==> src/rtl/ex_stage.sv <==
// Execute stage with EX/MEM pipeline register: single-cycle ADD/SUB/AND/OR and an
// iterative shift-add multiplier that back-pressures upstream through stall_o.
module ex_stage #(
  parameter int unsigned XLEN = 32
) (
  input  logic            clk_i,
  input  logic            rst_i,
  input  logic            valid_i,
  input  logic [XLEN-1:0] val1_i,
  input  logic [XLEN-1:0] val2_i,
  input  logic [XLEN-1:0] imm_i,
  input  logic [3:0]      ALUCtrl_i,
  input  logic            ALUSrc_i,
  input  logic [4:0]      rd_addr_i,
  input  logic [1:0]      Mem_i,
  input  logic            WB_i,
  output logic            stall_o,
  output logic            valid_o,
  output logic [XLEN-1:0] alu_result_o,
  output logic [XLEN-1:0] wdata_o,
  output logic [4:0]      rd_addr_o,
  output logic [1:0]      Mem_o,
  output logic            WB_o
);

  localparam int unsigned CNT_W = $clog2(XLEN) + 1;

  localparam logic [3:0] OP_ADD = 4'b0010;
  localparam logic [3:0] OP_SUB = 4'b0110;
  localparam logic [3:0] OP_AND = 4'b0000;
  localparam logic [3:0] OP_OR  = 4'b0001;
  localparam logic [3:0] OP_MUL = 4'b1111;

  typedef enum logic [1:0] {
    IDLE = 2'd0,
    BUSY = 2'd1,
    DONE = 2'd2
  } state_t;

  typedef struct packed {
    logic            valid;
    logic [XLEN-1:0] result;
    logic [XLEN-1:0] wdata;
    logic [4:0]      rd;
    logic [1:0]      mem;
    logic            wb;
  } exmem_t;

  state_t          state_q, state_d;
  logic [XLEN-1:0] mcand_q, mcand_d;
  logic [XLEN-1:0] mplier_q, mplier_d;
  logic [XLEN-1:0] acc_q, acc_d;
  logic [CNT_W-1:0] cnt_q, cnt_d;
  exmem_t          exmem_q, exmem_d;

  logic [XLEN-1:0] op_b;
  logic [XLEN-1:0] alu_res;
  logic            mul_req;

  assign op_b    = ALUSrc_i ? imm_i : val2_i;
  assign mul_req = valid_i && (ALUCtrl_i == OP_MUL);

  // Single-cycle ALU; unknown codes fall back to add.
  always_comb begin
    case (ALUCtrl_i)
      OP_SUB:  alu_res = val1_i - op_b;
      OP_AND:  alu_res = val1_i & op_b;
      OP_OR:   alu_res = val1_i | op_b;
      OP_ADD:  alu_res = val1_i + op_b;
      default: alu_res = val1_i + op_b;
    endcase
  end

  // Gated by reset so upstream is released the moment reset asserts.
  assign stall_o = rst_i && (((state_q == IDLE) && mul_req) || (state_q == BUSY));

  always_ff @(posedge clk_i or negedge rst_i) begin
    if (!rst_i) begin
      state_q  <= IDLE;
      mcand_q  <= '0;
      mplier_q <= '0;
      acc_q    <= '0;
      cnt_q    <= '0;
      exmem_q  <= '0;
    end else begin
      state_q  <= state_d;
      mcand_q  <= mcand_d;
      mplier_q <= mplier_d;
      acc_q    <= acc_d;
      cnt_q    <= cnt_d;
      exmem_q  <= exmem_d;
    end
  end

  // Next-state, multiplier datapath and EX/MEM load; bubble unless a result is ready.
  always_comb begin
    state_d  = state_q;
    mcand_d  = mcand_q;
    mplier_d = mplier_q;
    acc_d    = acc_q;
    cnt_d    = cnt_q;
    exmem_d  = '0;
    case (state_q)
      IDLE: begin
        if (mul_req) begin
          mcand_d  = val1_i;
          mplier_d = op_b;
          acc_d    = '0;
          cnt_d    = '0;
          state_d  = BUSY;
        end else if (valid_i) begin
          exmem_d.valid  = 1'b1;
          exmem_d.result = alu_res;
          exmem_d.wdata  = val2_i;
          exmem_d.rd     = rd_addr_i;
          exmem_d.mem    = Mem_i;
          exmem_d.wb     = WB_i;
        end
      end
      BUSY: begin
        if (mplier_q[0]) begin
          acc_d = acc_q + mcand_q;
        end
        mcand_d  = mcand_q << 1;
        mplier_d = mplier_q >> 1;
        cnt_d    = cnt_q + CNT_W'(1);
        if (cnt_q == CNT_W'(XLEN - 1)) begin
          state_d = DONE;
        end
      end
      DONE: begin
        // Upstream is still holding the MUL instruction's control fields.
        exmem_d.valid  = 1'b1;
        exmem_d.result = acc_q;
        exmem_d.wdata  = val2_i;
        exmem_d.rd     = rd_addr_i;
        exmem_d.mem    = Mem_i;
        exmem_d.wb     = WB_i;
        state_d        = IDLE;
      end
      default: state_d = IDLE;
    endcase
  end

  assign valid_o      = exmem_q.valid;
  assign alu_result_o = exmem_q.result;
  assign wdata_o      = exmem_q.wdata;
  assign rd_addr_o    = exmem_q.rd;
  assign Mem_o        = exmem_q.mem;
  assign WB_o         = exmem_q.wb;

endmodule

==> config.mk <==
export PLATFORM = sky130hd
export DESIGN_NAME = ex_stage
export DESIGN_NICKNAME = d
export VERILOG_FILES = /design/src/rtl/ex_stage.sv
export SDC_FILE = /design/constraint.sdc
export NUM_CORES = 1
export LEC_CHECK = 0
export CAP_MARGIN = 40
export CORE_MARGIN = 2
export CORE_UTILIZATION = 55
export CTS_CLUSTER_SIZE = 12
export DETAILED_ROUTE_END_ITERATION = 16
export GPL_ROUTABILITY_DRIVEN = 0
export GPL_TIMING_DRIVEN = 0
export PLACE_DENSITY = 0.81
export SLEW_MARGIN = 5
export SYNTH_ARGS = -nofsm -noshare
export SYNTH_HDL_FRONTEND = slang
export SYNTH_SLANG_ARGS = --single-unit
==> constraint.sdc <==
create_clock -name clk_i -period 7.9 [get_ports clk_i]
set_clock_uncertainty 0.15 [all_clocks]
set_input_delay 1.185 -clock clk_i [delete_from_list [all_inputs] [get_ports clk_i]]
set_output_delay 1.185 -clock clk_i [all_outputs]
set_load 0.02 [all_outputs]
==> results of run 1 <==
Yosys cell counts (3+ instances only):
cell	number	share of area
xnor2_1	42	0.031
or2_2	5	0.0026
a211oi_1	14	0.0089
nor4_1	5	0.0026
a21o_1	25	0.016
nor4b_1	3	0.0022
clkbuf_1	53	0.017
maj3_1	25	0.021
and3_1	7	0.0037
a21oi_1	89	0.038
nor3_4	3	0.0041
a22o_1	6	0.0044
nor3_1	19	0.0080
mux2_2	16	0.015
nor3b_1	4	0.0025
mux2i_1	31	0.026
a21boi_0	4	0.0025
o21ai_1	4	0.0017
o22ai_1	4	0.0021
nand2_1	180	0.057
inv_1	32	0.010
xor2_1	42	0.031
o31ai_1	13	0.0082
o21bai_1	10	0.0063
or3_1	6	0.0032
nand4_1	7	0.0037
o21a_1	7	0.0044
and2_1	3	0.0016
nor2_1	97	0.031
buf_1	6	0.0019
nor2b_1	47	0.025
dfrtp_1	177	0.37
o21ai_0	131	0.055
a31oi_1	40	0.021
a22oi_1	19	0.012
buf_6	3	0.0029
nand2b_1	9	0.0048
ha_1	66	0.070
o211ai_1	4	0.0025
nand3_1	26	0.011
mux2_4	4	0.0051
through the flow:
stage	setup WS, ns	area [µm²]	utilization	setup TNS [ns]	total power, mW
floorplan	2.072	11830	-	0	2.808
CTS	1.372	14710	0.6976	0	4.370
detailed placement	0.9725	14060	0.6667	0	3.403
global placement	-2.104	14020	0.6648	-314.63	3.328
finish	1.285	14710	0.6976	0	4.413
global route	0.9529	14710	0.6976	0	4.703
kinds of logic after synthesis:
logic type,Yosys count
AO/OA/AOI/OAI,400
multiplexers,54
adder cells (fa/ha/maj),93
buffers and inverters,97
AND/OR/NAND/NOR,432
flip-flops,177
XOR/XNOR,84
power by group through the flow:
| stage | sequential, mW | combinational (mW) | clock (mW) |
|---|---|---|---|
| 3_3_place_gp | 1.36 | 1.97 | 0 |
| 2_1_floorplan | 1.34 | 1.47 | 0 |
| 3_5_place_dp | 1.36 | 2.05 | 0 |
| 6_report | 1.35 | 2.11 | 0.949 |
| 4_1_cts | 1.35 | 2.07 | 0.950 |
| 5_1_grt | 1.37 | 2.34 | 0.990 |
per-layer routing:
metal / global-route usage / up-vias
li1: - / 5190
met1: 0.4355 / 5489
met2: 0.5384 / 640
met3: 0.06667 / 138
met4: 0.1771 / 0
met5: 0 / -
final timing paths:
path                                           from  cells past startpoint                         end
max                                        ALUSrc_i                     21  alu_result_o[30]$_DFF_PN0_
min                        mplier_q[10]$_DFFE_PN0P_                      2     mplier_q[9]$_DFFE_PN0P_
max reg2reg                  mcand_q[0]$_DFFE_PN0P_                     11       acc_q[26]$_DFFE_PN0P_
min reg2reg                mplier_q[10]$_DFFE_PN0P_                      2     mplier_q[9]$_DFFE_PN0P_
max in group asynchronous                     rst_i                      2   alu_result_o[1]$_DFF_PN0_
min in group asynchronous                     rst_i                      1       wdata_o[23]$_DFF_PN0_
worst min-delay path: cells and delay by family, from the launching register on:
kind | cells | cell delay [ns]
AO/OA/AOI/OAI | 1 | 0.06
AND/OR/NAND/NOR | 1 | 0.05
flip-flops | 1 | 0.34
flip-flops by register name, summed over array words and instances (netlist names):
register      count
cnt_q             6
valid_o           1
state_q           2
acc_q            32
mplier_q         32
rd_addr_o         5
wdata_o          32
mcand_q          32
Mem_o             2
WB_o              1
alu_result_o     32
layout make-up:
type                       count  area, µm²  share of cell area
buffer                        65      285.3             0.01939
clock inverter                14      212.7             0.01446
multi-input combinational   1063       6999              0.4758
tap                          275      344.1             0.02339
inverter                      32      120.1            0.008165
clock buffer                  18      439.2             0.02985
sequential                   177       4429              0.3011
timing repair buffer         186       1882              0.1279
==> metrics, run 1 <==
Diodes inserted 0; Largest stage delay, worst path 0.52 ns; crit share post-route 0.8373; Syn. warnings 0; async set-or-reset flop fraction in the synthesized netlist 1.000; DR WL met2 17120 µm; Synth Area in Adders 0.09431; metal3 WL 3593 µm; drt initial violations 1167; Synth Register Bits 177; Final HPWL DP 28110 µm; clock latency on the worst-skew pair 0.45 ns; wl on met1 14690 µm; fillers 1664; syn_area_per_cell 8.851 µm²; root buffer cell clkbuf_16; number of remaining DRC errors 0; Detailed Route WL 37270 µm; Post-CTS Setup Inserts 0; RSZ-0062 raised after global routing no; WHS 0.3326 ns; Initial Util 0.5612; H-tree levels 4; status complete, no violations; Resize count post-CTS 0; worst vdd ir 184.1 µV; number of port buffers 184; cells along the critical path buf_6, buf_6, buf_6, buf_2, buf_2, mux2i_1, ha_1, o21ai_1, nand3b_1, o31ai_1, xor2_1, ha_1, a21o_1, a221oi_2, nand2b_1, a21boi_2, a2111oi_4, nor3_4, a31oi_2, mux2_1, a21oi_1; CP max stage cell mux2i_1; Crit Path Max Fanout 10; fin. max-slew vios 0; Worst Tran Pin Value 0.9906 ns; # IOs 186; drt pass-1 iters 5; Psw 1.825 mW; Clock Path Buffers 2; Total GRT Usage 0.3375; static leakage 6.363 nW; Final Hold Viols 0; CP Capture Type flip-flop; Reg power frac 0.307; switching part of the total 0.4136; Setup CP Type in2reg; internal power 2.588 mW; final number of setup-violating endpoints 0; die area 22710 µm²; register area share after synthesis 0.3743; Yosys cell types 79; Clk pin slew, worst setup/hold paths 0.07 ns; Vias per Instance 6.261; WP data required 8.08 ns; Syn Nets 1517; first-pass GRT wire length 58800 µm; total CTS buffers 17; via count 11457; Combinational Power Share 0.478; CP most frequent cell buf_6; Site Rows 53; Max Cap Viol 0; post-synthesis compound-gate area fraction 0.2133; overflow left after global routing 0; simple-gate area share of the yosys netlist 0.1712; area grow syn2layout 24.32%; XOR/XNOR share of the synthesized area 0.06217; commonest cells after routing, fill and taps aside clkdlybuf4s50_1 (183), nand2_1 (180), dfrtp_1 (177); routed len/inst 20.36 µm; Worst R2R Setup Slack 4.46 ns; Top FF cell, synth dfrtp_1; Achievable Freq 0.1512 GHz; core area 21090 µm²; highest routed layer met4; crit path launch type input pin; CTS sink count 177; CP delay by family, top compound AO/OA/AOI/OAI gates; hold buffer count at CTS 0; placed insts 1798; Clock power frac 0.215; pin count of the biggest net entering global routing 91; EDFF count, synth 0; Final #Nets 1722; ANT nets after route 0; Mapped Area 11830 µm²; initial antenna violation count 0; main combinational cell family by area after synthesis compound AO/OA/AOI/OAI gates; Gate Count Post-Synth 1337; CTS tree done; Hold WC Path Type reg2reg; Power Density 300.0 nW/µm²; Die Wd 150.7 µm; post-synthesis mux area share 0.05054; Finished Layout Cells 1830; WP data arrival 6.79 ns; commonest non-fill, non-tap cell in the layout clkdlybuf4s50_1; number of global-route vias before repair 11260; Tmin final 6.615 ns; Max-slew headroom 0.3372; CP Buf/Inv Count 5; layout cell share with drive strength beyond 1 0.05788; die height 150.7 µm
Power figures use the tool's default switching activity.
==> inputs of run 2 (changes only) <==
--- a/config.mk
+++ b/config.mk
@@ -7,12 +7,12 @@
 export LEC_CHECK = 0
 export CAP_MARGIN = 40
 export CORE_MARGIN = 2
-export CORE_UTILIZATION = 55
+export CORE_UTILIZATION = 50
 export CTS_CLUSTER_SIZE = 12
 export DETAILED_ROUTE_END_ITERATION = 16
 export GPL_ROUTABILITY_DRIVEN = 0
 export GPL_TIMING_DRIVEN = 0
-export PLACE_DENSITY = 0.81
+export PLACE_DENSITY = 0.78
 export SLEW_MARGIN = 5
 export SYNTH_ARGS = -nofsm -noshare
 export SYNTH_HDL_FRONTEND = slang
==> constraint.sdc (replaced) <==
create_clock -name clk_i -period 5.9 [get_ports clk_i]
set_clock_uncertainty 0.15 [all_clocks]
set_input_delay 0.885 -clock clk_i [delete_from_list [all_inputs] [get_ports clk_i]]
set_output_delay 0.885 -clock clk_i [all_outputs]
set_load 0.02 [all_outputs]
==> run 2 against run 1 <==
Final area rose by 0.30%. Clock power increased by 24%. Routed wire length down 1.3%. Total power grew 31%. Global-route usage down 3.8 points. Combinational power up 32%. Register-to-register slack worse by 2.0 ns. Critical path type unchanged. Largest cell class unchanged. Die area is 9.7% higher. Largest power group unchanged. Core utilization shrank 6.5 points. Clock-buffer cell count rose by 3.
==> metrics, run 2 (same netlist as run 1, synthesis figures left out) <==
Vias per Instance 6.009 (-4.0%); number of global-route vias before repair 10635 (-5.6%); total CTS buffers 17 (unchanged); Hold WC Path Type in2async; Die Wd 157.8 µm (+4.8%); Power Density 391.0 nW/µm² (+30%); core area 23330 µm² (+11%); Worst Tran Pin Value 0.8198 ns (-0.1708 ns); Tmin final 5.733 ns; Detailed Route WL 36790 µm (-1.3%); pin count of the biggest net entering global routing 98 (+7.7%); CP max stage cell nor3_1; crit path launch type input pin; total power 5.769 mW (+31%); Largest stage delay, worst path 0.58 ns (+0.06 ns); ANT nets after route 0 (unchanged); register area 4429 µm² (unchanged); root buffer cell clkbuf_16; area of the multi-input gates 7030 µm² (+0.45%); wl on met1 15310 µm (+4.2%); Final Hold Viols 0 (unchanged); number of port buffers 184 (unchanged); WP data arrival 5.90 ns (-0.89 ns); WP data required 6.06 ns (-2.02 ns); Diodes inserted 0 (unchanged); highest routed layer met4; hold buffer count at CTS 0 (unchanged); Achievable Freq 0.1744 GHz; CP Capture Type flip-flop; fin. max-slew vios 0 (unchanged); static leakage 6.339 nW (-0.38%); Clock Path Buffers 2 (unchanged); worst vdd ir 218.9 µV (+19%); final number of setup-violating endpoints 0 (unchanged); Fin Setup TNS 0 ns (unchanged); RSZ-0062 raised after global routing no; drt initial violations 1046 (-10%); Initial Util 0.5072 (-0.05399); H-tree levels 4 (unchanged); Max Cap Viol 0 (unchanged); commonest non-fill, non-tap cell in the layout clkdlybuf4s50_1; area grow syn2layout 24.69%; via count 11255 (-1.8%); Setup CP Type in2reg; Post-DP Area 14130 µm² (+0.48%); status complete, no violations; metal3 WL 3252 µm (-9.5%); Clk pin slew, worst setup/hold paths 0.07 ns (about the same); number of remaining DRC errors 0 (unchanged); layout cell share with drive strength beyond 1 0.05920 (+0.001324); # IOs 186 (unchanged); cells along the critical path clkdlybuf4s50_1, buf_1, nor3_1, clkbuf_1, nor2_1, xnor2_1, ha_1, a211oi_1, o21bai_1, a31oi_1, a21boi_2, a2111oi_4, nor3_4, a31oi_2, mux2_1, a21oi_1; clock latency on the worst-skew pair 0.44 ns (about the same); CTS sink count 177 (unchanged); first-pass GRT wire length 57460 µm (-2.3%); fillers 1930 (+16%); die area 24920 µm² (+9.7%); drt pass-1 iters 7 (+2); Final HPWL DP 27970 µm (-0.52%); Design Area, Final 14760 µm² (+0.30%); Max-slew headroom 0.4477 (+0.1105); die height 157.8 µm (+4.8%); commonest cells after routing, fill and taps aside clkdlybuf4s50_1 (183), nand2_1 (180), dfrtp_1 (177); initial antenna violation count 0 (unchanged); routed len/inst 19.64 µm (-3.6%); overflow left after global routing 0 (unchanged); crit share post-route 0.9718; Site Rows 56 (+5.7%); Crit Path Max Fanout 10 (unchanged); Total GRT Usage 0.2995 (-0.03805); Final #Nets 1722 (unchanged); DR WL met2 16930 µm (-1.1%); CTS tree done
run 2: cell count changes in the layout (fill, tap and decap cells not counted), sizes merged:
cell / previous run / this run
inv: 41 / 35
clkinv: 1 / 4
bufinv: 4 / 2
clkbuf: 71 / 73
buf: 15 / 16
clkinvlp: 0 / 1
run 2: critical path: cells and delay by family:
kind	cells	cell delay [ns]
AO/OA/AOI/OAI	7	1.98
XOR/XNOR	1	0.15
adder cells (fa/ha/maj)	1	0.35
buffers and inverters	3	1.37
multiplexers	1	0.35
AND/OR/NAND/NOR	3	0.81
run 2: worst paths after layout:
path / to / from / slack (ns) / depth (start not counted)
setup reg to reg: acc_q[30]$_DFFE_PN0P_ / mcand_q[0]$_DFFE_PN0P_ / 2.44 / 11
setup / recovery: alu_result_o[30]$_DFF_PN0_ / ALUCtrl_i[0] / 0.17 / 16
min in group clk_i: mplier_q[29]$_DFFE_PN0P_ / mplier_q[30]$_DFFE_PN0P_ / 0.34 / 2
hold / removal: wdata_o[30]$_DFF_PN0_ / rst_i / 0.26 / 1
hold reg to reg: mplier_q[29]$_DFFE_PN0P_ / mplier_q[30]$_DFFE_PN0P_ / 0.34 / 2
max in group asynchronous: acc_q[1]$_DFFE_PN0P_ / rst_i / 4.43 / 2
run 2: stage by stage:
stage                       util  worst slack (ns)  hold WS, ns  instances
after global routing      0.6324           0.03804       0.3245       1873
after global placement    0.6032            -3.509       0.3050       1840
after CTS                 0.6320            0.2122       0.3148       1874
final                     0.6324            0.1665       0.2581       1873
after floorplan                -            0.3721       0.2858       1337
after detailed placement  0.6055           -0.7061       0.3145       1844
run 2: layout make-up:
class / instances / share of cell area
Multi-Input combinational cell: 1063 / 0.4765
Sequential cell: 177 / 0.3002
Timing Repair Buffer: 188 / 0.1284
Clock buffer: 21 / 0.03188
Tap cell: 319 / 0.02705
Buffer: 63 / 0.01942
Clock inverter: 10 / 0.008480
Inverter: 32 / 0.008140
run 2: what timing repair did:
action,in CTS,in global routing
endpoints found under the setup margin,4,2
gates resized for setup,6,2
buffers inserted,0,0
run 2: power by group:
| group | internal (mW) | switching [mW] | total [mW] | leakage, nW |
|---|---|---|---|---|
| logic | 1.20 | 1.59 | 2.78 | 3.82 |
| registers | 1.53 | 0.273 | 1.81 | 2.23 |
| clock network | 0.662 | 0.518 | 1.18 | 0.291 |
| total | 3.39 | 2.38 | 5.77 | 6.34 |
run 2: layer usage:
layer | track usage | vias up
met5 | 0 | -
met1 | 0.4005 | 5363
met2 | 0.4861 | 597
met4 | 0.1139 | 0
met3 | 0.05146 | 98
li1 | - | 5197
